**src/rtl/pong_game_sequencer.sv**
```systemverilog
// Pong game sequencer: frame divider, serve/rally/point flow and scorekeeping.
// Drives the ball/paddle engine with per-frame step pulses and a serve hold.
module pong_game_sequencer #(
  parameter int FRAME_DIV   = 4,
  parameter int SERVE_DELAY = 3,
  parameter int WIN_SCORE   = 7
) (
  input  logic       clk,
  input  logic       reset,
  input  logic       start,
  input  logic       pause,
  input  logic       miss_left,
  input  logic       miss_right,
  output logic       engine_step,
  output logic       engine_serve,
  output logic       serve_dir,
  output logic [3:0] score_left,
  output logic [3:0] score_right,
  output logic [2:0] state,
  output logic       game_over,
  output logic       winner
);

  typedef enum logic [2:0] {
    S_IDLE      = 3'd0,
    S_SERVE     = 3'd1,
    S_RALLY     = 3'd2,
    S_POINT     = 3'd3,
    S_GAME_OVER = 3'd4
  } state_t;

  localparam logic [7:0] DIV_LAST   = 8'(FRAME_DIV - 1);
  localparam logic [3:0] SERVE_LAST = 4'(SERVE_DELAY - 1);
  localparam logic [3:0] WIN        = 4'(WIN_SCORE);

  state_t     cur;
  logic [7:0] div_cnt;
  logic [3:0] serve_cnt;
  logic       div_last;
  logic       frame_tick;
  logic       any_miss;
  logic       scorer_won;

  assign div_last   = (div_cnt == DIV_LAST);
  assign frame_tick = div_last && !pause;
  assign any_miss   = miss_left || miss_right;
  // serve_dir points at the player who just lost the point, so it names the scorer
  assign scorer_won = serve_dir ? (score_left == WIN) : (score_right == WIN);

  always_ff @(posedge clk) begin
    if (reset) begin
      cur         <= S_IDLE;
      div_cnt     <= '0;
      serve_cnt   <= '0;
      score_left  <= '0;
      score_right <= '0;
      serve_dir   <= 1'b0;
      winner      <= 1'b0;
    end else begin
      if (!pause) begin
        div_cnt <= div_last ? '0 : div_cnt + 8'd1;
      end

      case (cur)
        S_IDLE, S_GAME_OVER: begin
          if (start) begin
            cur         <= S_SERVE;
            div_cnt     <= '0;
            serve_cnt   <= '0;
            score_left  <= '0;
            score_right <= '0;
            serve_dir   <= 1'b0;
            winner      <= 1'b0;
          end
        end

        S_SERVE: begin
          if (frame_tick) begin
            if (serve_cnt == SERVE_LAST) begin
              cur     <= S_RALLY;
              div_cnt <= '0;
            end else begin
              serve_cnt <= serve_cnt + 4'd1;
            end
          end
        end

        S_RALLY: begin
          if (miss_left && miss_right) begin
            // Simultaneous misses: replay the serve, nobody scores
            cur       <= S_SERVE;
            div_cnt   <= '0;
            serve_cnt <= '0;
          end else if (miss_left) begin
            if (score_right != WIN) begin
              score_right <= score_right + 4'd1;
            end
            serve_dir <= 1'b0;
            cur       <= S_POINT;
            div_cnt   <= '0;
          end else if (miss_right) begin
            if (score_left != WIN) begin
              score_left <= score_left + 4'd1;
            end
            serve_dir <= 1'b1;
            cur       <= S_POINT;
            div_cnt   <= '0;
          end
        end

        S_POINT: begin
          div_cnt <= '0;
          if (scorer_won) begin
            cur    <= S_GAME_OVER;
            winner <= ~serve_dir;
          end else begin
            cur       <= S_SERVE;
            serve_cnt <= '0;
          end
        end

        default: begin
          cur     <= S_IDLE;
          div_cnt <= '0;
        end
      endcase
    end
  end

  assign state        = cur;
  assign game_over    = (cur == S_GAME_OVER);
  assign engine_serve = (cur == S_SERVE) || (cur == S_POINT) || (cur == S_GAME_OVER);
  // A miss pre-empts the step that would otherwise fire on the same frame tick
  assign engine_step  = (cur == S_RALLY) && frame_tick && !any_miss;

endmodule

```
**config.mk**
```make
export PLATFORM = sky130hd
export DESIGN_NAME = pong_game_sequencer
export DESIGN_NICKNAME = d
export VERILOG_FILES = /design/src/rtl/pong_game_sequencer.sv
export SDC_FILE = /design/constraint.sdc
export NUM_CORES = 1
export LEC_CHECK = 0
export ABC_AREA = 1
export ABC_CLOCK_PERIOD_IN_PS = 2200
export BUFFER_PORTS_ARGS = -buffer_cell sky130_fd_sc_hd__clkbuf_2
export CORE_MARGIN = 8
export CORE_UTILIZATION = 51
export CTS_BUF_LIST = sky130_fd_sc_hd__clkbuf_16
export DETAILED_ROUTE_END_ITERATION = 10
export PLACE_DENSITY = 0.71
export SLEW_MARGIN = 5
export SYNTH_ARGS = -nofsm -noshare
export SYNTH_HDL_FRONTEND = slang
export SYNTH_SLANG_ARGS = --single-unit
export TNS_END_PERCENT = 20
```
**constraint.sdc**
```tcl
create_clock -name clk -period 2.2 [get_ports clk]
set_clock_uncertainty 0.05 [all_clocks]
set_input_delay 0.22 -clock clk [delete_from_list [all_inputs] [get_ports clk]]
set_output_delay 0.22 -clock clk [all_outputs]
set_load 0.02 [all_outputs]
```
==> reports/qor.csv, run 1 <==
metric;value;unit
yosys_most_used_dff;dfxtp_1;
die_x;70.24;um
synthArstFlopShare;0;%
grt_max_degree;16;
fin_ws;0.4192;ns
final.min_clock_period;1.781;ns
rsz0062_at_grt;false;
ctsRootBufferMaster;clkbuf_16;
synth.area.top_cells;dfxtp_1 (33%), nand2_1 (13%), nor2_1 (8.5%);
slowest_delay;0.45;ns
grt_usage;13.20;%
grt-busiest-layer;met2;
yosysWarnings;0;
synth_edf_count;0;
drt_pre_antenna_iters;4;
diodes;0;
worstSetupStartpoint;state[1];
avgSynthCellArea;6.882;um^2
area_delta_synth_final;14.85;%
max-cap-violations;0;
drc_errors;0;
drv_slew;0;
r2r_end;state[0];
vias;1387;
fmax;561.5;MHz
cts.sinks;25;
syn_nets;229;
endpoint_kind;primary output;
power;1.399;mW
outcome;complete, no violations;
clk_pin_slew;0.07;ns
worst-path-max-fanout;5;
r2r-start;state[1];
routed_wl;3.163;mm
p_comb_share;32.4;%
stdcell_count;273;
multiInputGateArea;909.6;um^2
path_cells;nand2_1 -> nor2_2 -> nand2_1 -> nor2_1 -> clkbuf_2;
yosys.area.top_type;dfxtp_1;
worst_pin_slew;0.3371;ns
dieHeight;70.24;um
dr.first_iter.drc_count;89;
pre_cts_slack;0.6170;ns
dieArea;0.004933;mm^2
crit_type;reg2out;
critPathRequiredTime;1.93;ns
cp_slowest_cell;dfxtp_1;
antenna_left;0;
layout.area.seq;500.5;um^2
drive_gt1_share;21.07;%
initial_utilization;53.94;%
fp-row-count;19;
power_frac_clock;29.2;%
fill_cells;267;
setup_tns;0;ns
postCtsSetupBuffers;0;
relSlewSlack;77.52;%
final_nets;254;
gp_congestion;0.8560;
grt_pass1_vias;1270;
post-synth-top-count-cell;nand2_1;
ys_seq_area_share;33.36;%
core_area;0.002781;mm^2
grt_pass1_wl;5.533;mm
synth.distinct_cells;26;
place_area;0.001640;mm^2
intPower;0.8856;mW
dp_cells;269;
synth_top_cell_area_share;33.36;%
p_sw;0.5137;mW
portBuffers;21;
wl_per_cell;11.59;um
leakage;0.7664;nW
cts_hold_buffers;0;
arrival;1.51;ns
peakVddDrop;1.006;mV
synth_seq_cells;25;
overflow;0;
fin_crit_sh;80.95;%
cts_tree;done;
grt_use_met1;17.86;%
critPathCapture;engine_step;
synth_area;0.001500;mm^2
hold_path.class;in2reg;
setup_violations;0;
place_hpwl;2.488;mm
insertion_delay;0.26;ns
grt_antenna_before_repair;0;
crit_top_cell;nand2_1;
grtUsageMet2;19.62;%
p_per_area;812.2;mW/mm^2
p_seq_share;38.4;%
htree_levels;1;
synth_commonest_cells;nand2_1 (51), nor2_1 (34), dfxtp_1 (25);
finalHoldViolations;0;
postLayoutCellArea;0.001723;mm^2
cts_resized;0;
p_sw_share;36.71;%
start_kind;flop;
globalRouteMet3Util;4.237;%
numCtsBuffers;3;
syn_inst;218;
rrSetupSlack;0.59;ns
worstRegToRegCells;7;
clk_path_buf_depth;2;
viasPerCell;5.081;
io_pins;22;
[logic make-up after synthesis]
logic type / count (synthesis) / share of synthesized area [%]
and+or+nand+nor: 131 / 42.29
DFF: 25 / 33.36
AOI/OAI and AO/OA: 24 / 8.924
buffers and inverters: 24 / 6.005
xor gates and xnor gates: 9 / 5.254
adders and majority gates: 5 / 4.170
[worst min path at each step]
stage | from | to | slack, ns | depth (start not counted)
CTS | pause | div_cnt[1] | 0.23 | 5
floorplan | reset | score_left[1] | 0.24 | 1
finish | pause | div_cnt[1] | 0.24 | 5
global placement | serve_cnt[3] | serve_cnt[3] | 0.44 | 2
detailed placement | serve_cnt[3] | serve_cnt[3] | 0.45 | 2
global route | pause | div_cnt[1] | 0.27 | 5
[layout by cell type, fill, tap and decap left out, drive strengths merged]
master,synthesis,routed
xnor2,4,4
nor3,4,4
o21ai,6,6
nand4,7,7
nor2,40,40
dfxtp,25,25
o21bai,1,1
and3,1,1
xor2,5,5
a21oi,17,17
nand3,19,19
or2,2,2
nand2,56,56
clkbuf,1,24
nand3b,1,1
clkinvlp,0,1
ha,5,5
and2,1,1
inv,23,23
[critical path, delay by kind of cell (launching register included)]
family	cells	cell delay, ns
flip-flops	1	0.45
AND/OR/NAND/NOR	4	0.62
buffers and inverters	1	0.18
[power groups by stage]
stage	sequential, mW	combinational, mW	clock [mW]
floorplan	0.566	0.331	0
global placement	0.547	0.453	0
detailed placement	0.548	0.455	0
CTS	0.538	0.457	0.420
global route	0.544	0.516	0.444
finish	0.538	0.454	0.408
[layout make-up]
type | count | area share [%]
Multi-Input combinational cell | 169 | 52.80
Tap cell | 31 | 2.251
Sequential cell | 25 | 29.05
Timing Repair Buffer | 21 | 6.100
Clock buffer | 3 | 4.357
Clock inverter | 1 | 0.4357
Inverter | 23 | 5.011
[metrics by stage]
stage	hold slack, ns	utilization (%)
4_1_cts	0.2346	61.94
3_3_place_gp	0.4377	58.97
5_1_grt	0.2730	61.94
3_5_place_dp	0.4464	58.97
2_1_floorplan	0.2391	-
6_report	0.2354	61.94
[metal layers]
layer,vias to the layer above,wire (um),share of wire (%)
li1,757,-,-
met2,38,1348,43
met4,0,14,0.44
met3,4,195,6.2
met1,588,1604,51
met5,-,0,0
[flip-flops by register name, summed over array words and instances, names as in the netlist]
name	flops
state	3
score_right	4
serve_dir	1
div_cnt	8
score_left	4
serve_cnt	4
winner	1
Power figures use the tool's default switching activity.
==> run 2, diff against run 1 <==
ABC_CLOCK_PERIOD_IN_PS = 1800   (was 2200)
clock period = 1.8 ns   (was 2.2 ns; I/O delays follow)
==> run 2 against run 1 <==
  * Sequential power rose by 23%
  * Clock-buffer cell count did not move
  * Critical endpoint unchanged
  * Clock power rose by 23%
==> reports/qor.csv, run 2 (same netlist as run 1, synthesis figures left out) <==
metric;value;unit;change
core_area;0.002781;mm^2;unchanged
power;1.726;mW;was 1.399 mW
diodes;0;;unchanged
fin_ws;0.1521;ns;was 0.4192 ns
worstPathBufferInverterCount;1;;unchanged
place_hpwl;2.530;mm;was 2.488 mm
mostFrequentLayoutCells;nand2_1 (51), nor2_1 (34), dfxtp_1 (25);;unchanged
relSlewSlack;78.18;%;was 77.52%
peakVddDrop;0.9981;mV;was 1.006 mV
r2r-start;state[2];;was state[1]
gp_congestion;0.8615;;was 0.8560
stdcell_count;274;;was 273
hold_path_depth;5;;unchanged
area_delta_synth_final;15.68;%;was 14.85%
final_common_cell;nand2_1;;unchanged
dieArea;0.004933;mm^2;unchanged
utilization;62.39;%;was 61.94%
drc_errors;0;;unchanged
portBuffers;21;;unchanged
crit_type;reg2out;;unchanged
fmax;606.9;MHz;
cp_slowest_cell;dfxtp_1;;unchanged
hold_path.class;in2reg;;unchanged
grt_pass1_wl;5.513;mm;was 5.533 mm
io_pins;22;;unchanged
worst-path-max-fanout;5;;unchanged
insertion_delay;0.26;ns;about the same
drt_pre_antenna_iters;4;;unchanged
ctsRootBufferMaster;clkbuf_16;;unchanged
start_kind;flop;;unchanged
holdWs;0.2212;ns;was 0.2354 ns
leakage;0.7715;nW;was 0.7664 nW
endpoint_kind;primary output;;unchanged
max-cap-violations;0;;unchanged
outcome;complete, no violations;;unchanged
critPathRequiredTime;1.57;ns;was 1.93 ns
wl_per_cell;11.93;um;was 11.59 um
numCtsBuffers;3;;unchanged
clk_path_buf_depth;2;;unchanged
fp-row-count;19;;unchanged
fin_crit_sh;91.55;%;
grt_antenna_before_repair;0;;unchanged
r2r_end;div_cnt[6];;was state[0]
initial_utilization;53.94;%;unchanged
arrival;1.42;ns;was 1.51 ns
postCtsSetupBuffers;0;;unchanged
top_register;div_cnt;;unchanged
dp_cells;270;;was 269
finalHoldViolations;0;;unchanged
crit_top_cell;nand2_1;;unchanged
drv_slew;0;;unchanged
grt_max_degree;16;;unchanged
drive_gt1_share;21.40;%;was 21.07%
min_to;div_cnt[1];;unchanged
hp-start;pause;;unchanged
postLayoutCellArea;0.001735;mm^2;was 0.001723 mm^2
viasPerCell;5.175;;was 5.081
p_per_area;994.8;mW/mm^2;was 812.2 mW/mm^2
overflow;0;;unchanged
dieHeight;70.24;um;unchanged
cts_tree;done;;unchanged
clk_pin_slew;0.07;ns;about the same
cts.sinks;25;;unchanged
place_area;0.001648;mm^2;was 0.001640 mm^2
htree_levels;1;;unchanged
grt_pass1_vias;1262;;was 1270
slowest_delay;0.44;ns;was 0.45 ns
worst_pin_slew;0.3273;ns;was 0.3371 ns
rsz0062_at_grt;false;;unchanged
final.min_clock_period;1.648;ns;
final_nets;255;;was 254
routed_wl;3.270;mm;was 3.163 mm
path_cells;nand2_1 -> nor2_4 -> nand2_1 -> nor2_1 -> clkbuf_2;;was nand2_1 -> nor2_2 -> nand2_1 -> nor2_1 -> clkbuf_2
grt_usage;13.24;%;was 13.20%
worstRegToRegCells;7;;unchanged
vias;1418;;was 1387
crit_family;simple AND/OR/NAND/NOR gates;;unchanged
dr.first_iter.drc_count;81;;was 89
antenna_left;0;;unchanged
setup_tns;0;ns;unchanged
pre_cts_slack;0.2236;ns;was 0.6170 ns
die_x;70.24;um;unchanged
setup_violations;0;;unchanged
largest_reg_flops;8;;unchanged
rrSetupSlack;0.22;ns;was 0.59 ns
[run 2: cell types whose count changed in the layout (fill, tap and decap cells not counted)]
cell    change
nor2_2      -1
nor2_4      +1
buf_4       +1
[run 2: what timing repair did]
action	CTS	global route
setup endpoints to repair	0	1
endpoints found under the hold margin	0	0
hold buffers	0	0
gates resized for setup	0	1
[run 2: final cells by class]
| class | instances | area (um^2) |
|---|---|---|
| fillers | 278 | 1046 |
| multi-input cells | 169 | 914.6 |
| flip-flops and latches | 25 | 500.5 |
| repair buffers | 22 | 112.6 |
| inverters | 23 | 86.33 |
| clock buffers | 3 | 75.07 |
| well taps | 31 | 38.79 |
| clock inverters | 1 | 7.507 |
[run 2: metal layers]
metal / vias to the layer above / share of wire [%] / track usage (%)
met3: 2 / 4.9 / 3.814
met2: 36 / 43 / 20.32
met5: - / 0 / 0
met4: 0 / 0.43 / 2.902
met1: 624 / 51 / 17.70
li1: 756 / - / -
[run 2: worst min-delay path, delay by kind of cell]
family	cells	cell delay (ns)
buffers and inverters	1	0.10
and+or+nand+nor	4	0.22
[run 2: worst max-delay path by stage]
| stage | slack, ns | from | cells past startpoint | endpoint |
|---|---|---|---|---|
| global placement | 0.21 | state[2] | 7 | div_cnt[6] |
| floorplan | 0.33 | state[2] | 7 | div_cnt[5] |
| finish | 0.15 | state[1] | 5 | engine_step |
| detailed placement | 0.22 | state[2] | 7 | div_cnt[5] |
| CTS | 0.08 | state[2] | 6 | engine_step |
| global route | 0.002 | state[2] | 6 | engine_step |
[run 2: where the power goes]
part	total, mW	switching (mW)	internal (mW)
logic	0.564	0.382	0.183
clock network	0.502	0.200	0.302
registers	0.660	0.0601	0.600
total	1.73	0.642	1.08
==> run 3, diff against run 2 <==
ABC_AREA = default   (was 1)
CTS_CLUSTER_DIAMETER = 120   (was default)
PLACE_DENSITY = 0.69   (was 0.71)
==> run 3 against run 2 <==
  * The run now ends with setup timing left
  * Hold slack improved by 0.075 ns
  * Power decreased by 28%
  * Sequential power decreased by 14%
  * Critical path depth unchanged
  * Sequential share of layout area decreased by 3.8 points
  * First-iteration DRC count increased by 62%
  * Critical endpoint is now serve_cnt[2]
  * Highest routed layer unchanged
==> reports/qor.csv, run 3 <==
metric;value;unit;change
outcome;finished, violations left;;was complete, no violations
violations;setup timing;;
drv_slew;0;;unchanged
worst-path-max-fanout;5;;unchanged
htree_levels;1;;unchanged
synth_area;0.001481;mm^2;was 0.001500 mm^2
post-synth-top-count-cell;dfxtp_1;;was nand2_1
cts.sinks;25;;unchanged
area_delta_synth_final;38.51;%;was 15.68%
grt_usage;15.69;%;was 13.24%
crit_type;reg2reg;;was reg2out
synth_top_cell_area_share;33.78;%;was 33.36%
grt_pass1_vias;1450;;was 1262
antenna_left;0;;unchanged
clk_pin_slew;0.07;ns;about the same
syn_inst;170;;was 218
finalHoldViolations;0;;unchanged
place_hpwl;2.920;mm;was 2.530 mm
grt_pass1_wl;6.706;mm;was 5.513 mm
top_register;div_cnt;;unchanged
initial_utilization;53.72;%;was 53.94%
final_common_cell;buf_4;;was nand2_1
rrSetupSlack;-0.03;ns;was 0.22 ns
place_area;0.001784;mm^2;was 0.001648 mm^2
drc_errors;0;;unchanged
io_pins;22;;unchanged
final_nets;234;;was 255
fill_cells;206;;was 278
yosys_most_used_dff;dfxtp_1;;unchanged
ys_seq_area_share;33.78;%;was 33.36%
overflow;0;;unchanged
rsz0062_at_grt;true;;was false
dieArea;0.004885;mm^2;was 0.004933 mm^2
wl_per_cell;16.99;um;was 11.93 um
portBuffers;21;;unchanged
critPathRequiredTime;1.90;ns;was 1.57 ns
grt_antenna_before_repair;0;;unchanged
grt_max_degree;21;;was 16
synth.distinct_cells;54;;was 26
endpoint_kind;flop;;was primary output
avgSynthCellArea;8.714;um^2;was 6.882 um^2
setup_violations;3;;was 0
syn_nets;181;;was 229
postLayoutCellArea;0.002052;mm^2;was 0.001735 mm^2
arrival;1.94;ns;was 1.42 ns
p_per_area;607.4;mW/mm^2;was 994.8 mW/mm^2
max-cap-violations;0;;unchanged
fp-row-count;19;;unchanged
synth_edf_count;0;;unchanged
peakVddDrop;0.6581;mV;was 0.9981 mV
fmax;545.6;MHz;was 606.9 MHz
dp_cells;241;;was 270
start_kind;flop;;unchanged
yosysWarnings;0;;unchanged
insertion_delay;0.26;ns;about the same
pre_cts_slack;-0.07714;ns;was 0.2236 ns
worst_pin_slew;0.4744;ns;was 0.3273 ns
leakage;0.8608;nW;was 0.7715 nW
final.min_clock_period;1.833;ns;was 1.648 ns
viasPerCell;5.949;;was 5.175
ctsRootBufferMaster;clkbuf_16;;unchanged
routed_wl;4.298;mm;was 3.270 mm
fin_ws;-0.03300;ns;was 0.1521 ns
synth.area.top_cells;dfxtp_1 (34%), nor2_1 (4.8%), a21oi_1 (4.4%);;was dfxtp_1 (33%), nand2_1 (13%), nor2_1 (8.5%)
mostFrequentLayoutCells;buf_4 (33), dfxtp_1 (20), clkbuf_2 (20);;was nand2_1 (51), nor2_1 (34), dfxtp_1 (25)
synthArstFlopShare;0;%;unchanged
dieHeight;69.90;um;was 70.24 um
cts_tree;done;;unchanged
clk_path_buf_depth;2;;unchanged
utilization;74.41;%;was 62.39%
yosys.area.top_type;dfxtp_1;;unchanged
drt_pre_antenna_iters;4;;unchanged
layout.area.seq;514.2;um^2;was 500.5 um^2
fin_crit_sh;101.8;%;was 91.55%
relSlewSlack;68.38;%;was 78.18%
power;1.246;mW;was 1.726 mW
synth_commonest_cells;dfxtp_1 (25), nor2_1 (19), a21oi_1 (13);;was nand2_1 (51), nor2_1 (34), dfxtp_1 (25)
die_x;69.90;um;was 70.24 um
dr.first_iter.drc_count;131;;was 81
cts_hold_buffers;0;;unchanged
diodes;0;;unchanged
synth_seq_cells;25;;unchanged
gp_congestion;0.9214;;was 0.8615
drive_gt1_share;37.84;%;was 21.40%
largest_reg_flops;8;;unchanged
numCtsBuffers;3;;unchanged
core_area;0.002758;mm^2;was 0.002781 mm^2
hold_path.class;in2reg;;unchanged
multiInputGateArea;0.001035;mm^2;was 914.6 um^2
stdcell_count;253;;was 274
vias;1505;;was 1418
[run 3: cell count changes in the layout (fill, tap and decap cells not counted), sizes merged, moves of 4 or more]
cell	previous run	this run
nand2b	0	4
inv	23	6
nand3	19	7
nor3	4	0
nand4	7	1
nor2	40	19
or3	0	6
buf	1	34
nand2	56	10
[run 3: power breakdown]
group	internal (mW)	total, mW	switching, mW
Clock	0.302	0.509	0.207
Sequential	0.557	0.567	0.00984
Combinational	0.0770	0.171	0.0938
[run 3: what timing repair did]
item / 4_1_cts / 5_1_grt
buffers inserted: 2 / 6
hold endpoints to repair: 0 / 0
resized for setup: 6 / 28
endpoints found under the setup margin: 5 / 11
pin swaps: 2 / 7
cloned: 0 / 0
[run 3: routing by layer]
layer,share of wire (%),track usage (%),wire (um)
met1,45,20.36,1931
met2,50,25.79,2157
met3,4.0,3.107,173
met4,0.84,3.795,36
met5,0,0,0
[run 3: critical path, cell delays in order (launching register included)]
cell,delay (ns)
dfxtp_4,0.35
buf_4,0.15
or3b_4,0.41
o221a_4,0.17
a211o_1,0.27
o32ai_1,0.32
[run 3: stage by stage]
stage               hold WS, ns  TNS (ns)
global route             0.3333   -0.3821
floorplan                0.2708   -0.1854
global placement         0.4294         0
finish                   0.2964  -0.05793
detailed placement       0.4391   -0.1436
CTS                      0.2967  -0.07908
[run 3: logic make-up (layout without fill, tap and decap cells)]
family          Yosys count  after routing  synth area share, %
compound gates           44             44                20.95
simple gates             76             76                32.35
flops                    25             25                33.78
mux                       1              1               0.6757
fa+ha+maj                 5              5                4.223
buf+inv                  12             64                3.885
xor+xnor                  7              7                4.139
[run 3: cell type report]
| class | instances | share of cell area [%] |
|---|---|---|
| sequential | 25 | 25.06 |
| tap | 31 | 1.890 |
| multi-input combinational | 133 | 50.43 |
| inverter | 6 | 1.098 |
| clock inverter | 1 | 0.3659 |
| clock buffer | 3 | 3.659 |
| timing repair buffer | 54 | 17.50 |
[run 3: final timing paths]
check,start,to,cells past startpoint
worst max-delay path,state[1],serve_cnt[2],5
worst min register to register,score_left[3],score_left[3],2
worst max register to register,state[1],serve_cnt[2],5
worst min-delay path,pause,div_cnt[0],4
